File: src/rtl/sr_pkg.sv
// Shared types and constants for the SR command sequencer.
// Imported by the sequencer top and its pulse timer.
package sr_pkg;

  typedef enum logic [1:0] {
    IDLE  = 2'd0,
    PULSE = 2'd1,
    GAP   = 2'd2
  } sr_state_t;

  localparam logic OP_SET = 1'b1;
  localparam logic OP_RST = 1'b0;

endpackage

File: src/rtl/sr_pulse_timer.sv
// Loadable 4-bit down-counter; holds at zero and
// flags it for the sequencer state machine.
module sr_pulse_timer
  import sr_pkg::*;
(
  input  logic       clock,
  input  logic       clear,
  input  logic       load,
  input  logic [3:0] load_val,
  output logic       zero
);

  logic [3:0] count;

  always_ff @(posedge clock or negedge clear) begin
    if (!clear) begin
      count <= 4'd0;
    end else if (load) begin
      count <= load_val;
    end else if (count != 4'd0) begin
      count <= count - 4'd1;
    end
  end

  assign zero = (count == 4'd0);

endmodule

File: src/rtl/sr_cmd_seq.sv
// Turns set/reset commands into timed pulses for a
// downstream SR stage, suppressing redundant ones.
module sr_cmd_seq
  import sr_pkg::*;
#(
  parameter int PULSE_CYC = 2,
  parameter int GAP_CYC   = 1
) (
  input  logic       clock,
  input  logic       clear,
  input  logic       cmd_valid,
  input  logic       cmd_op,
  output logic       cmd_ready,
  output logic       set,
  output logic       reset,
  output logic       busy,
  output logic       exp_q,
  output logic       exp_valid,
  output logic [7:0] redund_cnt
);

  localparam bit HAS_GAP = (GAP_CYC > 0);
  localparam logic [3:0] PLD = 4'(PULSE_CYC - 1);
  localparam logic [3:0] GLD =
    HAS_GAP ? 4'(GAP_CYC - 1) : 4'd0;

  sr_state_t  state;
  logic       op_q;
  logic       accept;
  logic       redundant;
  logic       start;
  logic       pulse_end;
  logic       tmr_load;
  logic [3:0] tmr_val;
  logic       tmr_zero;

  assign cmd_ready = (state == IDLE);
  assign accept    = cmd_valid & cmd_ready;
  assign redundant = exp_valid & (cmd_op == exp_q);
  assign start     = accept & ~redundant;
  assign pulse_end = (state == PULSE) & tmr_zero;

  // Timer counts down to zero: load N-1 for N cycles.
  assign tmr_load = start | (pulse_end & HAS_GAP);
  assign tmr_val  = start ? PLD : GLD;

  sr_pulse_timer u_timer (
    .clock    (clock),
    .clear    (clear),
    .load     (tmr_load),
    .load_val (tmr_val),
    .zero     (tmr_zero)
  );

  always_ff @(posedge clock or negedge clear) begin
    if (!clear) begin
      state      <= IDLE;
      op_q       <= 1'b0;
      set        <= 1'b0;
      reset      <= 1'b0;
      busy       <= 1'b0;
      exp_q      <= 1'b0;
      exp_valid  <= 1'b0;
      redund_cnt <= 8'd0;
    end else begin
      unique case (state)
        IDLE: begin
          if (accept && redundant) begin
            if (redund_cnt != 8'hff) begin
              redund_cnt <= redund_cnt + 8'd1;
            end
          end else if (start) begin
            state <= PULSE;
            op_q  <= cmd_op;
            set   <= (cmd_op == OP_SET);
            reset <= (cmd_op == OP_RST);
            busy  <= 1'b1;
          end
        end
        PULSE: begin
          if (tmr_zero) begin
            set       <= 1'b0;
            reset     <= 1'b0;
            exp_q     <= op_q;
            exp_valid <= 1'b1;
            if (HAS_GAP) begin
              state <= GAP;
            end else begin
              state <= IDLE;
              busy  <= 1'b0;
            end
          end
        end
        GAP: begin
          if (tmr_zero) begin
            state <= IDLE;
            busy  <= 1'b0;
          end
        end
        default: begin
          state <= IDLE;
          set   <= 1'b0;
          reset <= 1'b0;
          busy  <= 1'b0;
        end
      endcase
    end
  end

endmodule

File: config.mk
export PLATFORM = sky130hd
export DESIGN_NAME = sr_cmd_seq
export DESIGN_NICKNAME = d
export VERILOG_FILES = /design/src/rtl/sr_pkg.sv /design/src/rtl/sr_pulse_timer.sv /design/src/rtl/sr_cmd_seq.sv
export SDC_FILE = /design/constraint.sdc
export NUM_CORES = 1
export LEC_CHECK = 0
export ABC_AREA = 1
export CAP_MARGIN = 5
export CORE_ASPECT_RATIO = 1.25
export CORE_UTILIZATION = 47
export DETAILED_ROUTE_END_ITERATION = 10
export GPL_ROUTABILITY_DRIVEN = 0
export PLACE_DENSITY = 0.76
export SYNTH_ARGS = -nofsm -noshare
export SYNTH_HDL_FRONTEND = slang
export SYNTH_SLANG_ARGS = --single-unit
export TNS_END_PERCENT = 50
File: constraint.sdc
create_clock -name clock -period 1.2 [get_ports clock]
set_input_delay 0.12 -clock clock [delete_from_list [all_inputs] [get_ports clock]]
set_output_delay 0.12 -clock clock [all_outputs]
set_load 0.02 [all_outputs]
# Yosys cells after proc, flatten, opt, wreduce, memory -nomap -nowiden
# Index checks and enable logic that the tools add are counted.
# totals
regBits,20
word_cells,58
# classes
eq_ne,8
bitwise,10
n_mux,18
add_sub_neg,2
reduce_logical,11
# op_table
cell,n
AND reduction 4 bit,3
case mux 1 bit (3 select lines),3
adder 8 x 1 -> 8 bit (second input constant),1
2-to-1 mux 1 bit,8
2-to-1 mux 2 bit,4
2-to-1 mux 4 bit,2
inequality test 8 bit (second input constant),1
inequality test 2 bit (second input constant),3
case mux 2 bit (3 select lines),1
AND reduction 3 bit,2
NOT 1 bit,5
bitwise AND 1 bit,4
zero test 4 bit,1
nonzero test 4 bit,1
subtractor 4 x 1 -> 4 bit (second input constant),1
== test 2 x 1 -> 1 bit (second input constant),1
== test 2 bit (second input constant),1
zero test 2 bit,1
inequality test 2 x 1 -> 1 bit (second input constant),1
AND reduction 2 bit,1
nonzero test 2 bit,1
== test 1 bit,1
logical AND 1 bit,1
bitwise OR 1 bit,1

# Depth between registers and ports, before layout
# logic_depth
ltp_word,7
depth_mapped,8
depth_no_buf,8

# Modules after synthesis
# A second synthesis with hierarchy kept.
# unflattened
cells_unflattened,155
hier_area_um2,1168.6
# modules_own_cells
mod,area_per_inst_um2,instances,cells_per_inst
sr_cmd_seq,925.9,1,121
sr_pulse_timer,242.7,1,34

# Worst setup path after synthesis
# Ideal clock, no wire load.
# synth_path
path_type,register -> register
startpoint,register redund_cnt[0]
endpoint,register redund_cnt[5]
arrival_time_ps,1273
n_path_buf,0
stages_incl_launch_ff,9
setup_slack_ps,-189
cell_sequence,dfrtp_1 -> ha_1 -> inv_1 -> nor2_2 -> nand2_2 -> nand2_4 -> nor2_8 -> nand2_1 -> nand2_1
# synth_via
elab_chain_cells,2
elab_cells_between_ends,3
classes_between,add/sub (1); eq/ne (1); reduce/logical (1)
# synth_rtl
item,line,source
"start, declared",sr_cmd_seq.sv:19,output logic [7:0] redund_cnt
"start signal, assigned",sr_cmd_seq.sv:70,redund_cnt <= redund_cnt + 8'd1;
"parallel branches: the longest is 2 deep, another holds adder 8 x 1 -> 8 bit",-,
# Several ways; the timed one is not identified.
# A chain may end at the register's enable or synchronous reset.

# Worst setup path in the final report
# layout_path
startpoint,register redund_cnt[1]
endpoint,register redund_cnt[0]
# layout_via
elab_chain_cells,2
# layout_rtl
item,line,source
inequality test 8 bit,sr_cmd_seq.sv:69,if (redund_cnt != 8'hff) begin
AND reduction 3 bit (no source line),-,
# No other way between the ends.

==> results by group <==
Outcome
  – Status: finished, violations left
  – Failing checks: negative setup slack

Yosys
  – Synthesized area: 1130 µm²
  – Syn Nets: 143
  – Synth Warn #: 0
  – Yosys cell types: 25
  – Post-Synthesis Cells: 136
  – Sequential share of the synthesized area: 0.442
  – Synth Register Bits: 20
  – Syn Area/Cell: 8.32 µm²

Setup path
  – Setup CP Type: flop to flop
  – WP data required: 1.46 ns
  – CP Launch Type: flop
  – R2R setup slack: -0.003 ns
  – Worst path buffer plus inverter count: 1
  – CP top delay family: flip-flops
  – Worst Setup End Kind: flop
  – Worst Path Max Fanout: 8
  – Slowest stage delay, CP: 0.46 ns
  – R2r startpoint: redund_cnt[1]
  – Reg-to-Reg End: redund_cnt[0]
  – Critical path, cell by cell: ha_4 > inv_2 > nor2_4 > nand2_4 > nand2_4 > nor2_8 > nand2_2 > nand2_2
  – Critical Path AT: 1.46 ns
  – WP depth: 8
  – Critical path's slowest cell: dfrtp_2
  – Reg2reg path depth: 8

Floorplanning
  – Initial core utilization: 0.506
  – Die Area: 2610 µm²
  – Ports: 18
  – Core area: 2230 µm²
  – Die H: 56.8 µm
  – Horiz. Die Dim: 45.9 µm
  – Row count: 19

Timing
  – RSZ-0062 raised after global routing: true
  – Slew @ Worst Pin: 0.259 ns
  – Clock skew: 0.00340 ns
  – Fin crit period: 1.20 ns
  – Final hold violations: 0
  – Slew Limit Headroom: 0.828
  – Final worst setup slack: -0.00286 ns
  – Final setup violation count: 3
  – Max-slew violation count: 0
  – Max Freq: 0.831 GHz
  – Final Cycle Share: 1.00

Route
  – Initial DRC Count: 11
  – Wirelength per Cell: 11.0 µm
  – DRT Pass-1 Iters: 4
  – Antenna Violating Nets Remaining: 0
  – Final wirelength: 2280 µm
  – Post-route DRC violation count: 0
  – Via count: 979
  – Vias per Instance: 4.73

Pwr
  – Lkg Pwr: 0.842 nW
  – Worst vdd ir: 1620 µV
  – PD cells: 2360 nW/µm²

GRT
  – Vias in the first global route: 939
  – First-pass GRT wire length: 3850 µm
  – Initial antenna violation count: 0
  – Global route overflow: 0
  – Total track usage: 0.204
  – Largest net degree at the start of global routing: 21

Final layout
  – Share of cells above drive strength 1: 0.432
  – Layout area overhead: 36.6%
  – Most frequent cells in the layout: nand2_1 (44), buf_4 (17), dfrtp_1 (14), inv_1 (12)
  – Post-route cell area: 1550 µm²
  – Final core occ: 0.691
  – Final #Nets: 184
  – Commonest non-fill, non-tap cell in the layout: nand2_1
  – Inserted Diodes: 0

Placement
  – # port buffers: 17
  – Area after DPL: 1490 µm²
  – Final HPWL DP: 1700 µm

CTS
  – CTS Root Cell: clkbuf_4
  – CTS sink cnt: 20
  – H-tree depth reported by CTS: 1
  – CTS tree: done
  – Worst-Skew Late Latency: 0.31 ns
  – Cts hold-fix bufs: 0
  – Clock Pin Slew Worst Setup and Hold Paths: 0.12 ns
  – TritonCTS Buffers: 3
  – Clk buf depth: 2

Hold path
  – HP Class: primary input to async pin

Job
  – # Max-Cap Violations: 0
[report_power, final]
part           switching (mW)  total, mW  internal [mW]
clock                   0.218      0.348          0.130
combinational            1.20       2.16          0.965
sequential              0.214       1.14          0.925
total                    1.63       3.65           2.02
[cells by family after synthesis]
group,after synthesis,synth area share
and+or+nand+nor,78,0.360
DFF,20,0.442
buffers and inverters,19,0.0675
AOI/OAI and AO/OA,10,0.0509
xor gates and xnor gates,6,0.0465
adders and majority gates,3,0.0332
[cells in the mapped netlist, drive strengths merged]
cell type	count	area (µm²)
nor3	3	20.0
nand4	1	6.26
or2	1	6.26
a21oi	3	18.8
xor2	3	26.3
o21ai	7	38.8
nand3	3	27.5
nor2	10	73.8
ha	3	37.5
dfrtp	20	500
nand2	60	273
inv	18	67.6
clkinv	1	8.76
xnor2	3	26.3
[layer usage]
| layer | track usage | wire length (µm) | up-vias |
|---|---|---|---|
| li1 | - | - | 496 |
| met1 | 0.240 | 975 | 456 |
| met2 | 0.342 | 1180 | 20 |
| met3 | 0.0289 | 51 | 7 |
| met4 | 0.105 | 70 | 0 |
| met5 | 0 | 0 | - |
[how the worst max path moves through the flow]
stage	slack, ns	end	start
2_1_floorplan	0.004	redund_cnt[6]	redund_cnt[0]
3_3_place_gp	-0.16	u_timer.count[2]	cmd_op
3_5_place_dp	-0.19	u_timer.count[2]	cmd_op
4_1_cts	-0.04	set	u_timer.count[1]
5_1_grt	-0.10	set	u_timer.count[3]
6_report	-0.003	redund_cnt[0]	redund_cnt[1]
[repair_timing]
action                                  in CTS  in global routing
hold endpoints to repair                     0                  0
endpoints found under the setup margin      29                 27
gates resized for setup                     29                 26
cloned                                       0                  0
buffers inserted                             0                  3
pin swaps                                    4                 12
[sequential cells by signal, indices dropped and copies added (netlist names)]
name,count
busy,1
u_timer.count,4
exp_valid,1
exp_q,1
set,1
reset,1
op_q,1
state,2
redund_cnt,8
[layout make-up]
cell class / instances / area, µm²
fill: 200 / 689
multi-input combinational: 97 / 628
sequential: 20 / 508
timing repair buffer: 36 / 268
inverter: 19 / 76.3
tap: 31 / 38.8
clock buffer: 4 / 26.3
[metrics by stage]
stage	hold WS (ns)	setup WS (ns)	cells	power (mW)	setup TNS, ns
final	0.127	-0.00286	207	3.65	-0.00591
after global routing	0.140	-0.100	207	3.94	-0.929
after CTS	0.141	-0.0354	204	3.47	-0.110
after detailed placement	0.472	-0.190	200	3.19	-2.15
after global placement	0.457	-0.165	200	3.13	-1.89
after floorplan	-0.176	0.00380	136	2.37	0
Note: power is estimated with default switching activity, not from simulation.
